## src/rtl/simon_game_controller.sv

```systemverilog
`default_nettype none
// ============================================================================
// Module   : simon_game_controller
// Purpose  : Sequencer for the memory-game datapath. Plays the target note
//            sequence (entries 0..level) on the piezo/LED bus, then collects
//            debounced button presses and compares them to the sequence.
//            Emits one-cycle success/fail pulses to the jingle player, then
//            advances the level or consumes a life.
// Ports    : clk, reset (sync, active-high), start (one-cycle new-game
//            request), btn[3:0] (debounced levels, btn[k] = tone k+1)
//            piezo_out/led_out[3:0] (tone code, 0 = silent), success/fail
//            (one-cycle pulses), level[2:0] (current last index),
//            lives_left[1:0], win, game_over.
// Revision : 1.0 - initial release
// ============================================================================
module simon_game_controller #(
    parameter int          TICK_DIV      = 5000000,
    parameter int          ON_TICKS      = 2,
    parameter int          OFF_TICKS     = 1,
    parameter int          TIMEOUT_TICKS = 20,
    parameter int          JINGLE_TICKS  = 12,
    parameter int          MIN_LEVEL     = 2,
    parameter int          MAX_LEVEL     = 7,
    parameter int          LIVES         = 3,
    parameter logic [15:0] SEQ           = 16'hE4E4
) (
    input  logic       clk,
    input  logic       reset,
    input  logic       start,
    input  logic [3:0] btn,
    output logic [3:0] piezo_out,
    output logic [3:0] led_out,
    output logic       success,
    output logic       fail,
    output logic [2:0] level,
    output logic [1:0] lives_left,
    output logic       win,
    output logic       game_over
);

    typedef enum logic [2:0] {
        S_IDLE     = 3'd0,
        S_SHOW_ON  = 3'd1,
        S_SHOW_OFF = 3'd2,
        S_WAIT_IN  = 3'd3,
        S_CELEB    = 3'd4,
        S_PENALTY  = 3'd5,
        S_WIN      = 3'd6,
        S_OVER     = 3'd7
    } state_t;

    // Tick counter only has to reach the longest state duration minus one.
    localparam int c_TMAX_A = (ON_TICKS > OFF_TICKS) ? ON_TICKS : OFF_TICKS;
    localparam int c_TMAX_B = (TIMEOUT_TICKS > JINGLE_TICKS) ? TIMEOUT_TICKS : JINGLE_TICKS;
    localparam int c_TMAX   = (c_TMAX_A > c_TMAX_B) ? c_TMAX_A : c_TMAX_B;
    localparam int c_PW     = (TICK_DIV > 1) ? $clog2(TICK_DIV) : 1;
    localparam int c_TW     = (c_TMAX > 1) ? $clog2(c_TMAX) : 1;

    localparam logic [c_PW-1:0] c_PRE_LAST     = c_PW'(TICK_DIV - 1);
    localparam logic [c_TW-1:0] c_ON_LAST      = c_TW'(ON_TICKS - 1);
    localparam logic [c_TW-1:0] c_OFF_LAST     = c_TW'(OFF_TICKS - 1);
    localparam logic [c_TW-1:0] c_TIMEOUT_LAST = c_TW'(TIMEOUT_TICKS - 1);
    localparam logic [c_TW-1:0] c_JINGLE_LAST  = c_TW'(JINGLE_TICKS - 1);
    localparam logic [2:0]      c_MIN_LEVEL    = 3'(MIN_LEVEL);
    localparam logic [2:0]      c_MAX_LEVEL    = 3'(MAX_LEVEL);
    localparam logic [1:0]      c_LIVES        = 2'(LIVES);

    state_t          r_state;
    logic [2:0]      r_idx;
    logic [2:0]      r_level;
    logic [1:0]      r_lives;
    logic [3:0]      r_btn_q;
    logic [c_PW-1:0] r_pre;
    logic [c_TW-1:0] r_tcnt;
    logic [3:0]      r_piezo;
    logic            r_success;
    logic            r_fail;
    logic            r_win;
    logic            r_over;

    state_t     w_state_d;
    logic [2:0] w_idx_d;
    logic [2:0] w_level_d;
    logic [1:0] w_lives_d;
    logic       w_success_d;
    logic       w_fail_d;
    logic       w_timer_clr;
    logic [3:0] w_piezo_d;
    logic       w_tick;
    logic [3:0] w_new;
    logic [1:0] w_entry_cur;
    logic [1:0] w_entry_nxt;
    logic [3:0] w_expect;

    assign w_tick      = (r_pre == c_PRE_LAST);
    assign w_new       = btn & ~r_btn_q;
    assign w_entry_cur = SEQ[{r_idx, 1'b0} +: 2];
    assign w_entry_nxt = SEQ[{w_idx_d, 1'b0} +: 2];
    assign w_expect    = 4'b0001 << w_entry_cur;

    // Next-state and datapath updates.
    always_comb begin
        w_state_d   = r_state;
        w_idx_d     = r_idx;
        w_level_d   = r_level;
        w_lives_d   = r_lives;
        w_success_d = 1'b0;
        w_fail_d    = 1'b0;
        w_timer_clr = 1'b0;
        case (r_state)
            S_IDLE, S_WIN, S_OVER: begin
                if (start) begin
                    w_state_d = S_SHOW_ON;
                    w_level_d = c_MIN_LEVEL;
                    w_lives_d = c_LIVES;
                    w_idx_d   = 3'd0;
                end
            end
            S_SHOW_ON: begin
                if (w_tick && (r_tcnt == c_ON_LAST)) begin
                    w_state_d = S_SHOW_OFF;
                end
            end
            S_SHOW_OFF: begin
                if (w_tick && (r_tcnt == c_OFF_LAST)) begin
                    if (r_idx == r_level) begin
                        w_state_d = S_WAIT_IN;
                        w_idx_d   = 3'd0;
                    end else begin
                        w_state_d = S_SHOW_ON;
                        w_idx_d   = r_idx + 3'd1;
                    end
                end
            end
            S_WAIT_IN: begin
                // Simultaneous rising edges never equal the one-hot expectation,
                // so they fall into the wrong-press branch.
                if (w_new != 4'd0) begin
                    if (w_new == w_expect) begin
                        if (r_idx == r_level) begin
                            w_success_d = 1'b1;
                            w_state_d   = S_CELEB;
                        end else begin
                            w_idx_d     = r_idx + 3'd1;
                            w_timer_clr = 1'b1;
                        end
                    end else begin
                        w_fail_d  = 1'b1;
                        w_lives_d = r_lives - 2'd1;
                        w_state_d = S_PENALTY;
                    end
                end else if (w_tick && (r_tcnt == c_TIMEOUT_LAST)) begin
                    w_fail_d  = 1'b1;
                    w_lives_d = r_lives - 2'd1;
                    w_state_d = S_PENALTY;
                end
            end
            S_CELEB: begin
                if (w_tick && (r_tcnt == c_JINGLE_LAST)) begin
                    if (r_level == c_MAX_LEVEL) begin
                        w_state_d = S_WIN;
                    end else begin
                        w_level_d = r_level + 3'd1;
                        w_idx_d   = 3'd0;
                        w_state_d = S_SHOW_ON;
                    end
                end
            end
            S_PENALTY: begin
                if (w_tick && (r_tcnt == c_JINGLE_LAST)) begin
                    if (r_lives == 2'd0) begin
                        w_state_d = S_OVER;
                    end else begin
                        w_idx_d   = 3'd0;
                        w_state_d = S_SHOW_ON;
                    end
                end
            end
            default: w_state_d = S_IDLE;
        endcase
    end

    // Tone bus is computed from the upcoming state so it lines up with the
    // state register once both are clocked.
    always_comb begin
        w_piezo_d = 4'd0;
        if (w_state_d == S_SHOW_ON) begin
            w_piezo_d = {2'b00, w_entry_nxt} + 4'd1;
        end else if (w_state_d == S_WAIT_IN) begin
            if (btn[0])      w_piezo_d = 4'd1;
            else if (btn[1]) w_piezo_d = 4'd2;
            else if (btn[2]) w_piezo_d = 4'd3;
            else if (btn[3]) w_piezo_d = 4'd4;
        end
    end

    always_ff @(posedge clk) begin
        if (reset) begin
            r_state   <= S_IDLE;
            r_idx     <= 3'd0;
            r_level   <= c_MIN_LEVEL;
            r_lives   <= c_LIVES;
            r_btn_q   <= 4'd0;
            r_pre     <= '0;
            r_tcnt    <= '0;
            r_piezo   <= 4'd0;
            r_success <= 1'b0;
            r_fail    <= 1'b0;
            r_win     <= 1'b0;
            r_over    <= 1'b0;
        end else begin
            r_state   <= w_state_d;
            r_idx     <= w_idx_d;
            r_level   <= w_level_d;
            r_lives   <= w_lives_d;
            r_btn_q   <= btn;
            r_piezo   <= w_piezo_d;
            r_success <= w_success_d;
            r_fail    <= w_fail_d;
            r_win     <= (w_state_d == S_WIN);
            r_over    <= (w_state_d == S_OVER);
            // Every state (and every accepted input) starts a fresh timing window.
            if ((w_state_d != r_state) || w_timer_clr) begin
                r_pre  <= '0;
                r_tcnt <= '0;
            end else if (w_tick) begin
                r_pre  <= '0;
                r_tcnt <= r_tcnt + 1'b1;
            end else begin
                r_pre  <= r_pre + 1'b1;
            end
        end
    end

    assign piezo_out  = r_piezo;
    assign led_out    = r_piezo;
    assign success    = r_success;
    assign fail       = r_fail;
    assign level      = r_level;
    assign lives_left = r_lives;
    assign win        = r_win;
    assign game_over  = r_over;

endmodule
`default_nettype wire

```

## config.mk

```make
export PLATFORM = sky130hd
export DESIGN_NAME = simon_game_controller
export DESIGN_NICKNAME = d
export VERILOG_FILES = /design/src/rtl/simon_game_controller.sv
export SDC_FILE = /design/constraint.sdc
export NUM_CORES = 1
export LEC_CHECK = 0
export BUFFER_PORTS_ARGS = -buffer_cell sky130_fd_sc_hd__buf_2
export CORE_MARGIN = 2
export CORE_UTILIZATION = 64
export DETAILED_ROUTE_END_ITERATION = 16
export GPL_ROUTABILITY_DRIVEN = 0
export PLACE_DENSITY = 0.87
export SYNTH_ARGS = -nofsm -noshare
export SYNTH_HDL_FRONTEND = slang
export SYNTH_SLANG_ARGS = --single-unit
```

## constraint.sdc

```tcl
create_clock -name clk -period 6.2 [get_ports clk]
set_input_delay 0.62 -clock clk [delete_from_list [all_inputs] [get_ports clk]]
set_output_delay 0.62 -clock clk [all_outputs]
set_load 0.05 [all_outputs]
```

Word level (Yosys, flattened, before mapping):

Index checks and enable logic that the tools add are counted.

* bits in registers: 51
* bits in latches: 0
* memory bits (writable): 0
* memory bits (read-only): 0
* input bits: 7
* output and inout port bits: 17
* word-level logic and storage cells: 115
* memories kept: 0

* $add $sub $neg: 6
* multiply operators: 0
* div/mod/pow operators: 0
* $lt $le $gt $ge: 0
* eq/ne operators: 24
* shift operators: 3
* multiplexer cells: 47
* bitwise gates (word level): 5
* reductions and logical operators: 18

Operators with widths (number)
* two-way mux 3 bit: 30
* variable part select 16 x 5 -> 2 bit (first input constant): 2
* adder 23 x 1 -> 23 bit (second input constant): 1
* equality test 23 bit (second input constant): 1
* equality test 3 bit (second input constant): 7
* one-hot mux 3 bit (6 select lines): 1
* one-hot mux 3 bit (5 select lines): 1
* two-way mux 2 bit: 5
* equality test 3 x 2 -> 1 bit (second input constant): 3
* two-way mux 1 bit: 8
* AND reduction 4 bit: 2
* adder 3 x 1 -> 3 bit (second input constant): 2
* equality test 3 x 1 -> 1 bit (second input constant): 2
* inequality test 2 bit (second input constant): 3
* inequality test 3 bit (second input constant): 2
* one-hot mux 3 bit (2 select lines): 1
* OR reduction 3 bit: 2
* adder 5 x 1 -> 5 bit (second input constant): 1
* equality test 5 x 1 -> 1 bit (second input constant): 1
* equality test 5 x 4 -> 1 bit (second input constant): 1
* equality test 5 bit (second input constant): 1
* zero test 5 bit: 1
* bitwise AND 4 bit: 1
* equality test 4 bit: 1
* 16 further kinds: 23

Depth between registers and ports, before layout:

Gate-level depths: netlist of run 1.

* depth in word-level cells: 9
* mapped depth: 10
* mapped depth without buffers: 9

Worst setup path before layout of run 1:

OpenSTA, ideal clock, no wires.

* path kind: register to register
* start point: register r_pre[0]
* end point: register r_pre[14]
* library setup time: 0.137 ns
* arrival time: 2.596 ns
* data required time: 6.063 ns
* slack: 3.467 ns
* stages on the path, launching flop included: 11
* path buffers: 2
* period minus slack after synthesis: 2.733 ns
* path through: dfxtp_1 > ha_1 > nand2_1 > or4_1 > buf_2 > nor4b_4 > a2bb2oi_2 > and3b_4 > o31ai_4 > buf_6 > nor3_1

* cells in the longest elaborated chain, start to end: 8
* elaborated cells on any way between the ends: 16
* those cells by class: 1 x add/sub; 2 x eq/ne; 7 x mux; 6 x reduce/logical

RTL lines
* start, declared: RTL line 73 `logic [c_PW-1:0] r_pre;`
* start signal, assigned: RTL line 230 `r_pre <= r_pre + 1'b1;`
* equality test 23 bit: RTL line 95 `assign w_tick = (r_pre == c_PRE_LAST);`
* logical AND 1 bit: RTL line 152 `end else if (w_tick && (r_tcnt == c_TIMEOUT_LAST)) begin`
* two-way mux 3 bit: RTL line 152
* two-way mux 3 bit: RTL line 138 `if (w_new != 4'd0) begin`
* one-hot mux 3 bit (6 select lines): RTL line 110 `case (r_state)`
* inequality test 3 bit: RTL line 223 `if ((w_state_d != r_state) || w_timer_clr) begin`
* logical OR 1 bit: RTL line 223
* OR reduction 3 bit (no line)

Parallel ways exist; a longest one is shown, timed or not.
A chain may end at the register's enable or synchronous reset.

Final worst setup path of run 1:

* start point: register r_pre[0]
* end point: register r_pre[21]

Same word-level chain as after synthesis.

==> out/results.ini, run 1 <==
[status]
status=complete, no violations

[die]
coreArea_um2=4380
initial_core_util_pct=66.8
dieArea_um2=5130
die_w_um=71.7
die_h_um=71.7
num_rows=24
ios=24

[clocking]
clk_pin_slew_ns=0.09
cts_resized=0
htreeDepth=2
clock-sinks=50
clk_latency_ns=0.31
cts_root_buf=clkbuf_8
cts_buffers=5
cts_tree=built
ctsLongestPathBuffers=2
cts_setup_buffers=0
hold_buffers=0

[power_and_ir_drop]
p_int_mw=0.419
power_density_nw_per_um2=183
pwr-share-seq_pct=58.3
p_leak_nw=1.14
combPwrFrac_pct=9.1
p_sw_mw=0.147
switching_share_pct=26.0
clock_power_share_pct=32.5
ir_drop_mv=0.111

[routing]
drc_errors=0
via_count=2480
postRouteAntennaNets=0
totalWireLength_um=6050
drt_iter0_drc=192
drtPass1Iterations=4
vias_per_cell=6.00
avgRoutedWirePerCell_um=14.7

[yosys]
async_reset_ff_share_pct=0
avgSynthCellArea_um2=8.39
ys_types=59
ys_seq_area_share_pct=34.2
synth_flop_cell=dfxtp_1
yosysWarningCount=0
syn_inst=349
synth_edf_count=0
synth_area_um2=2930
ys_ff_latch=50

[placement]
dp_hpwl_um=4580
io_buffer_count=21

[setup_path]
crit_slowest_cell=o31ai_4
crit_type=flop to flop
crit_chain=ha_1, nand2_1, or4_1, nor4b_4, a2bb2oi_2, and3b_4, o31ai_4, nor2_1
startpoint_type=flop
critical_path.max_stage_delay_ns=0.84
crit_arrival_ns=3.67
worstPathRequired_ns=6.37
worst_setup_path_end_kind=flop
worstPathMaxFanout=24

[timing]
fin_tns_setup_ns=0
hold_violations=0
skew_ns=0.00493
fmax_ghz=0.285
fin_crit_sh_pct=56.5
rsz0062_at_grt=no
setup_violations=0
tightest_slew_ns=0.971
relSlewSlack_pct=35.3
timing.final.max_slew_violations=0
layout_min_cycle_time_ns=3.51

[hold_path]
hold_class=flop to flop

[final_layout]
drive_above_1_share_pct=11.4
antennaDiodeCount=0
fin_nets=381
mostFrequentLayoutCells=50 x dfxtp_1, 41 x nor2_1, 27 x nand2_1
area_delta_synth_final_pct=5.55
layout_commonest_cell=dfxtp_1
final_util_pct=70.5
fill_cells=357

[grt]
grt_pass1_vias=2394
grt_max_degree=25
grtUsageTotal_pct=25.8
grt-ovfl-total=0
grt_pass1_wl_um=10600
grt_antenna_before_repair=0

[job]
maxCapViolCount=0

-- final timing paths --
check                              start         to  slack (ns)  depth (start not counted)
worst max register to register  r_pre[0]  r_pre[21]        2.69                          8
worst min-delay path                flop       flop        0.52                          2
worst min register to register      flop       flop        0.52                          2
worst max-delay path            r_pre[0]  r_pre[21]        2.69                          8
-- power groups by stage --
stage | Sequential, mW | Clock, mW | Combinational [mW]
floorplan | 0.337 | 0 | 0.0440
global placement | 0.337 | 0 | 0.0504
detailed placement | 0.338 | 0 | 0.0515
CTS | 0.330 | 0.188 | 0.0517
global route | 0.331 | 0.199 | 0.0567
finish | 0.330 | 0.184 | 0.0517
-- Yosys cell counts (all sizes together), types with 11 or more instances --
cell type / count / area share, %
nand3: 11 / 1.9
nor2: 41 / 5.3
nand2: 27 / 3.5
o21ai: 12 / 2.1
xnor2: 22 / 6.6
nor3: 27 / 5.0
dfxtp: 50 / 34
xor2: 11 / 3.3
ha: 13 / 5.6
inv: 14 / 1.8
-- cell families (layout without fill, tap and decap cells) --
kind of cell / after synthesis / in the layout / synth area share, %
compound gates: 38 / 38 / 9.57
xor+xnor: 33 / 33 / 9.87
fa+ha+maj: 13 / 13 / 5.55
buf+inv: 32 / 43 / 5.30
flops: 50 / 50 / 34.2
mux: 5 / 5 / 1.75
other cells: 1 / 2 / 0.128
simple gates: 177 / 177 / 33.7
-- worst max-delay path, delay by kind of cell, from the launching register on --
family	cells	cell delay (ns)
AO/OA/AOI/OAI	2	0.97
adder cells (fa/ha/maj)	1	0.23
flip-flops	1	0.42
AND/OR/NAND/NOR	5	1.74
-- metrics by stage --
stage	cells	instance area [um^2]	hold slack (ns)	total power [mW]	setup WS (ns)
after floorplan	350	2930	0.469	0.381	3.47
after global placement	406	3010	0.485	0.388	2.86
after detailed placement	406	3010	0.497	0.389	2.71
after CTS	413	3090	0.510	0.569	2.70
after global routing	413	3090	0.544	0.586	2.42
final	413	3090	0.520	0.566	2.69
-- per-layer routing --
metal / GRT usage, % / part of all wire (%) / vias up
met5: 0 / 0 / -
met4: 10.9 / 2.2 / 0
met3: 5.91 / 4.3 / 14
met2: 43.5 / 49 / 64
met1: 31.6 / 45 / 1159
li1: - / - / 1243
-- state kept, by name (all words and copies together), names as in the netlist, named ones only --
name        count
r_tcnt          5
led_out         3
r_idx           2
r_state         3
win             1
r_pre          23
game_over       1
level           3
lives_left      2
r_btn_q         4
fail            1
success         1
-- final cells by class --
type | instances | area (um^2) | area share (%)
Clock inverter | 2 | 15.0 | 0.486
Sequential cell | 50 | 1000 | 32.4
Timing Repair Buffer | 22 | 113 | 3.64
Tap cell | 52 | 65.1 | 2.10
Multi-Input combinational cell | 268 | 1780 | 57.5
Inverter | 14 | 52.6 | 1.70
Clock buffer | 5 | 68.8 | 2.23
Note: power is estimated with default switching activity, not from simulation.
==> run 2: changes to the inputs <==
ABC_AREA = 1   (was unset)
CORE_UTILIZATION = 60   (was 64)
PLACE_DENSITY = 0.83   (was 0.87)
clock period = 3.59 ns   (was 6.2 ns; I/O delays follow)
==> out/results.ini, run 2 <==
[final_layout]
mostFrequentLayoutCells=89 x nand2_1, 82 x inv_1, 65 x nor2_1  ; was 50 x dfxtp_1, 41 x nor2_1, 27 x nand2_1
layoutNonFillerInstCount=570  ; was 413
area_delta_synth_final_pct=7.49  ; was 5.55%
drive_above_1_share_pct=14.8  ; was 11.4%
antennaDiodeCount=0  ; unchanged
largestRegisters=r_pre (23), r_tcnt (5), r_btn_q (4)  ; unchanged
layout_commonest_cell=nand2_1  ; was dfxtp_1
fin_nets=519  ; was 381
regMostFlops=r_pre  ; unchanged
largest_register_ff_count=23  ; unchanged
final_area_um2=3450  ; was 3090 um^2

[power_and_ir_drop]
power_density_nw_per_um2=483  ; was 183 nW/um^2
p_leak_nw=1.54  ; was 1.14 nW
design_power_total_mw=1.67  ; was 0.566 mW
clock_power_share_pct=23.8  ; was 32.5%
p_sw_mw=0.701  ; was 0.147 mW
switching_share_pct=42.0  ; was 26.0%
p_int_mw=0.966  ; was 0.419 mW
pwr-share-seq_pct=37.7  ; was 58.3%
combPwrFrac_pct=38.5  ; was 9.1%
ir_drop_mv=0.284  ; was 0.111 mV

[die]
die_h_um=77.1  ; was 71.7 um
coreArea_um2=5140  ; was 4380 um^2
initial_core_util_pct=62.4  ; was 66.8%
die_w_um=77.1  ; was 71.7 um
ios=24  ; unchanged
num_rows=26  ; was 24
dieArea_um2=5950  ; was 5130 um^2

[setup_path]
startpoint_type=flop  ; unchanged
worstPathMaxFanout=23  ; was 24
r2r_cells=17  ; was 8
r2r_slack_ns=0.91  ; was 2.69 ns
crit_type=flop to flop  ; unchanged
worstPathRequired_ns=3.82  ; was 6.37 ns
critPathTopFamily=simple AND/OR/NAND/NOR gates  ; unchanged
crit_buf_inv=3  ; was 0
crit_chain=inv_1, ha_1, inv_1, nand2_1, nand2_1, nand2_1, nor2_1, nand3_1, nand2_1, nand2_1, nor2_1, inv_1, nand3_1, nand2_1, nor2_4, nand3_4, nor2_1  ; was ha_1, nand2_1, or4_1, nor4b_4, a2bb2oi_2, and3b_4, o31ai_4, nor2_1
worst_setup_path_end_kind=flop  ; unchanged
critical_path.max_stage_delay_ns=0.49  ; was 0.84 ns
crit_arrival_ns=2.91  ; was 3.67 ns
crit_top_cell=nand2_1
crit_slowest_cell=dfxtp_1  ; was o31ai_4
cp.depth=17  ; was 8

[timing]
relSlewSlack_pct=65.1  ; was 35.3%
skew_ns=0.00923  ; was 0.00493 ns
fin_crit_sh_pct=74.6  ; was 56.5%
layout_min_cycle_time_ns=2.68  ; was 3.51 ns
timing.final.max_slew_violations=0  ; unchanged
tightest_slew_ns=0.520  ; was 0.971 ns
fin_tns_setup_ns=0  ; unchanged
rsz0062_at_grt=no  ; unchanged
hold_violations=0  ; unchanged
setup_violations=0  ; unchanged
fmax_ghz=0.373  ; was 0.285 GHz

[clocking]
clk_latency_ns=0.31  ; about the same
ctsLongestPathBuffers=2  ; unchanged
cts_root_buf=clkbuf_8  ; unchanged
hold_buffers=0  ; unchanged
cts_buffers=5  ; unchanged
cts_setup_buffers=0  ; unchanged
clock-sinks=50  ; unchanged
cts_resized=0  ; unchanged
clk_pin_slew_ns=0.09  ; about the same
htreeDepth=2  ; unchanged
cts_tree=built  ; unchanged

[yosys]
syn_inst=479  ; was 349
avgSynthCellArea_um2=6.70  ; was 8.39 um^2
synth_area_um2=3210  ; was 2930 um^2
yosys.area.top_type=dfxtp_1  ; unchanged
synth_flop_cell=dfxtp_1  ; unchanged
synthTopCellsByArea=dfxtp_1 31%, nand2_1 10%, inv_1 9.6%, nor2_1 7.6%, nand3_1 5.9%  ; was dfxtp_1 34%, xnor2_1 6.6%, ha_1 5.6%, nor2_1 5.3%, nor3_1 4.3%
synth_top_area_share_pct=31.2  ; was 34.2%
ys_ff_latch=50  ; unchanged
ys_types=33  ; was 59
ys_seq_area_share_pct=31.2  ; was 34.2%
async_reset_ff_share_pct=0  ; unchanged
synth_edf_count=0  ; unchanged
synth.most_common_cell=nand2_1  ; was dfxtp_1
yosysWarningCount=0  ; unchanged
synth_common_cells=89 x nand2_1, 82 x inv_1, 65 x nor2_1, 50 x dfxtp_1, 38 x nand3_1  ; was 50 x dfxtp_1, 41 x nor2_1, 27 x nand2_1, 25 x nor3_1, 22 x xnor2_1

[grt]
grt_pass1_vias=2694  ; was 2394
grt_antenna_before_repair=0  ; unchanged
use_met3_pct=4.35  ; was 5.91%
grtUsageTotal_pct=23.9  ; was 25.8%
gr-max-usage-layer=met2  ; unchanged
grt_max_degree=24  ; was 25
met2_usage_pct=40.8  ; was 43.5%
met1_usage_pct=30.8  ; was 31.6%
grt-ovfl-total=0  ; unchanged
grt_pass1_wl_um=11800  ; was 10600 um

[routing]
drtPass1Iterations=5  ; was 4
drt_iter0_drc=233  ; was 192
vias_per_cell=5.16  ; was 6.00
avgRoutedWirePerCell_um=11.8  ; was 14.7 um
postRouteAntennaNets=0  ; unchanged
totalWireLength_um=6720  ; was 6050 um
via_count=2943  ; was 2480
drc_errors=0  ; unchanged

[placement]
dp_hpwl_um=5250  ; was 4580 um
io_buffer_count=21  ; unchanged
placed_area_um2=3340  ; was 3010 um^2
dp.cells=562  ; was 406

[hold_path]
min_delay_path_depth=3  ; was 2
hold_class=primary input to flop  ; was flop to flop

[job]
maxCapViolCount=0  ; unchanged

[status]
status=complete, no violations  ; unchanged

## run 2: cell types whose count changed in the layout (fill, tap and decap cells not counted), moves of 10 or more
| cell | delta |
|---|---|
| xor2_1 | +10 |
| xnor2_1 | -15 |
| nand3_1 | +27 |
| nor2_1 | +24 |
| nand2_1 | +62 |
| inv_1 | +68 |
| nor2_2 | +30 |
| nor2b_1 | -10 |
| nor3_1 | -13 |
## run 2: power groups by stage
stage,logic [mW],registers [mW],clock network (mW)
final,0.641,0.628,0.398
after global routing,0.713,0.634,0.424
after global placement,0.620,0.638,0
after CTS,0.641,0.627,0.407
after detailed placement,0.635,0.639,0
after floorplan,0.481,0.692,0
## run 2: final timing paths
path                            startpoint          to
worst max-delay path              r_idx[0]   r_pre[18]
worst min-delay path                btn[1]  r_btn_q[1]
worst max register to register    r_idx[0]   r_pre[18]
worst min register to register    r_pre[0]    r_pre[0]
## run 2: worst min-delay path, stage by stage
cell	delay, ns
buf_2	0.13
inv_1	0.05
nor2_1	0.03
## run 2: area by class of cell
type | count | area [um^2]
clock buffer | 6 | 72.6
timing repair buffer | 22 | 113
sequential | 50 | 1000
multi-input combinational | 335 | 1820
inverter | 85 | 319
tap | 70 | 87.6
fill | 481 | 1690
clock inverter | 2 | 37.5
## run 2: cell families after synthesis
group	Yosys count	share of synthesized area, %
AND/OR/NAND/NOR	263	38.6
buffers and inverters	95	12.2
flip-flops	50	31.2
AO/OA/AOI/OAI	29	5.11
XOR/XNOR	28	7.64
adder cells (fa/ha/maj)	13	5.07
other	1	0.117
## run 2: per-stage QoR
step / setup WS, ns / hold WS (ns) / utilization (%)
floorplan: 1.17 / 0.427 / -
global placement: 0.984 / 0.438 / 65.0
detailed placement: 0.951 / 0.452 / 65.0
CTS: 0.930 / 0.296 / 67.1
global route: 0.611 / 0.319 / 67.1
finish: 0.911 / 0.296 / 67.1
## run 2: routing by layer
layer	share of wire (%)	up-vias
li1	-	1514
met3	6.7	12
met2	45	105
met4	1.3	0
met5	0	-
met1	47	1312
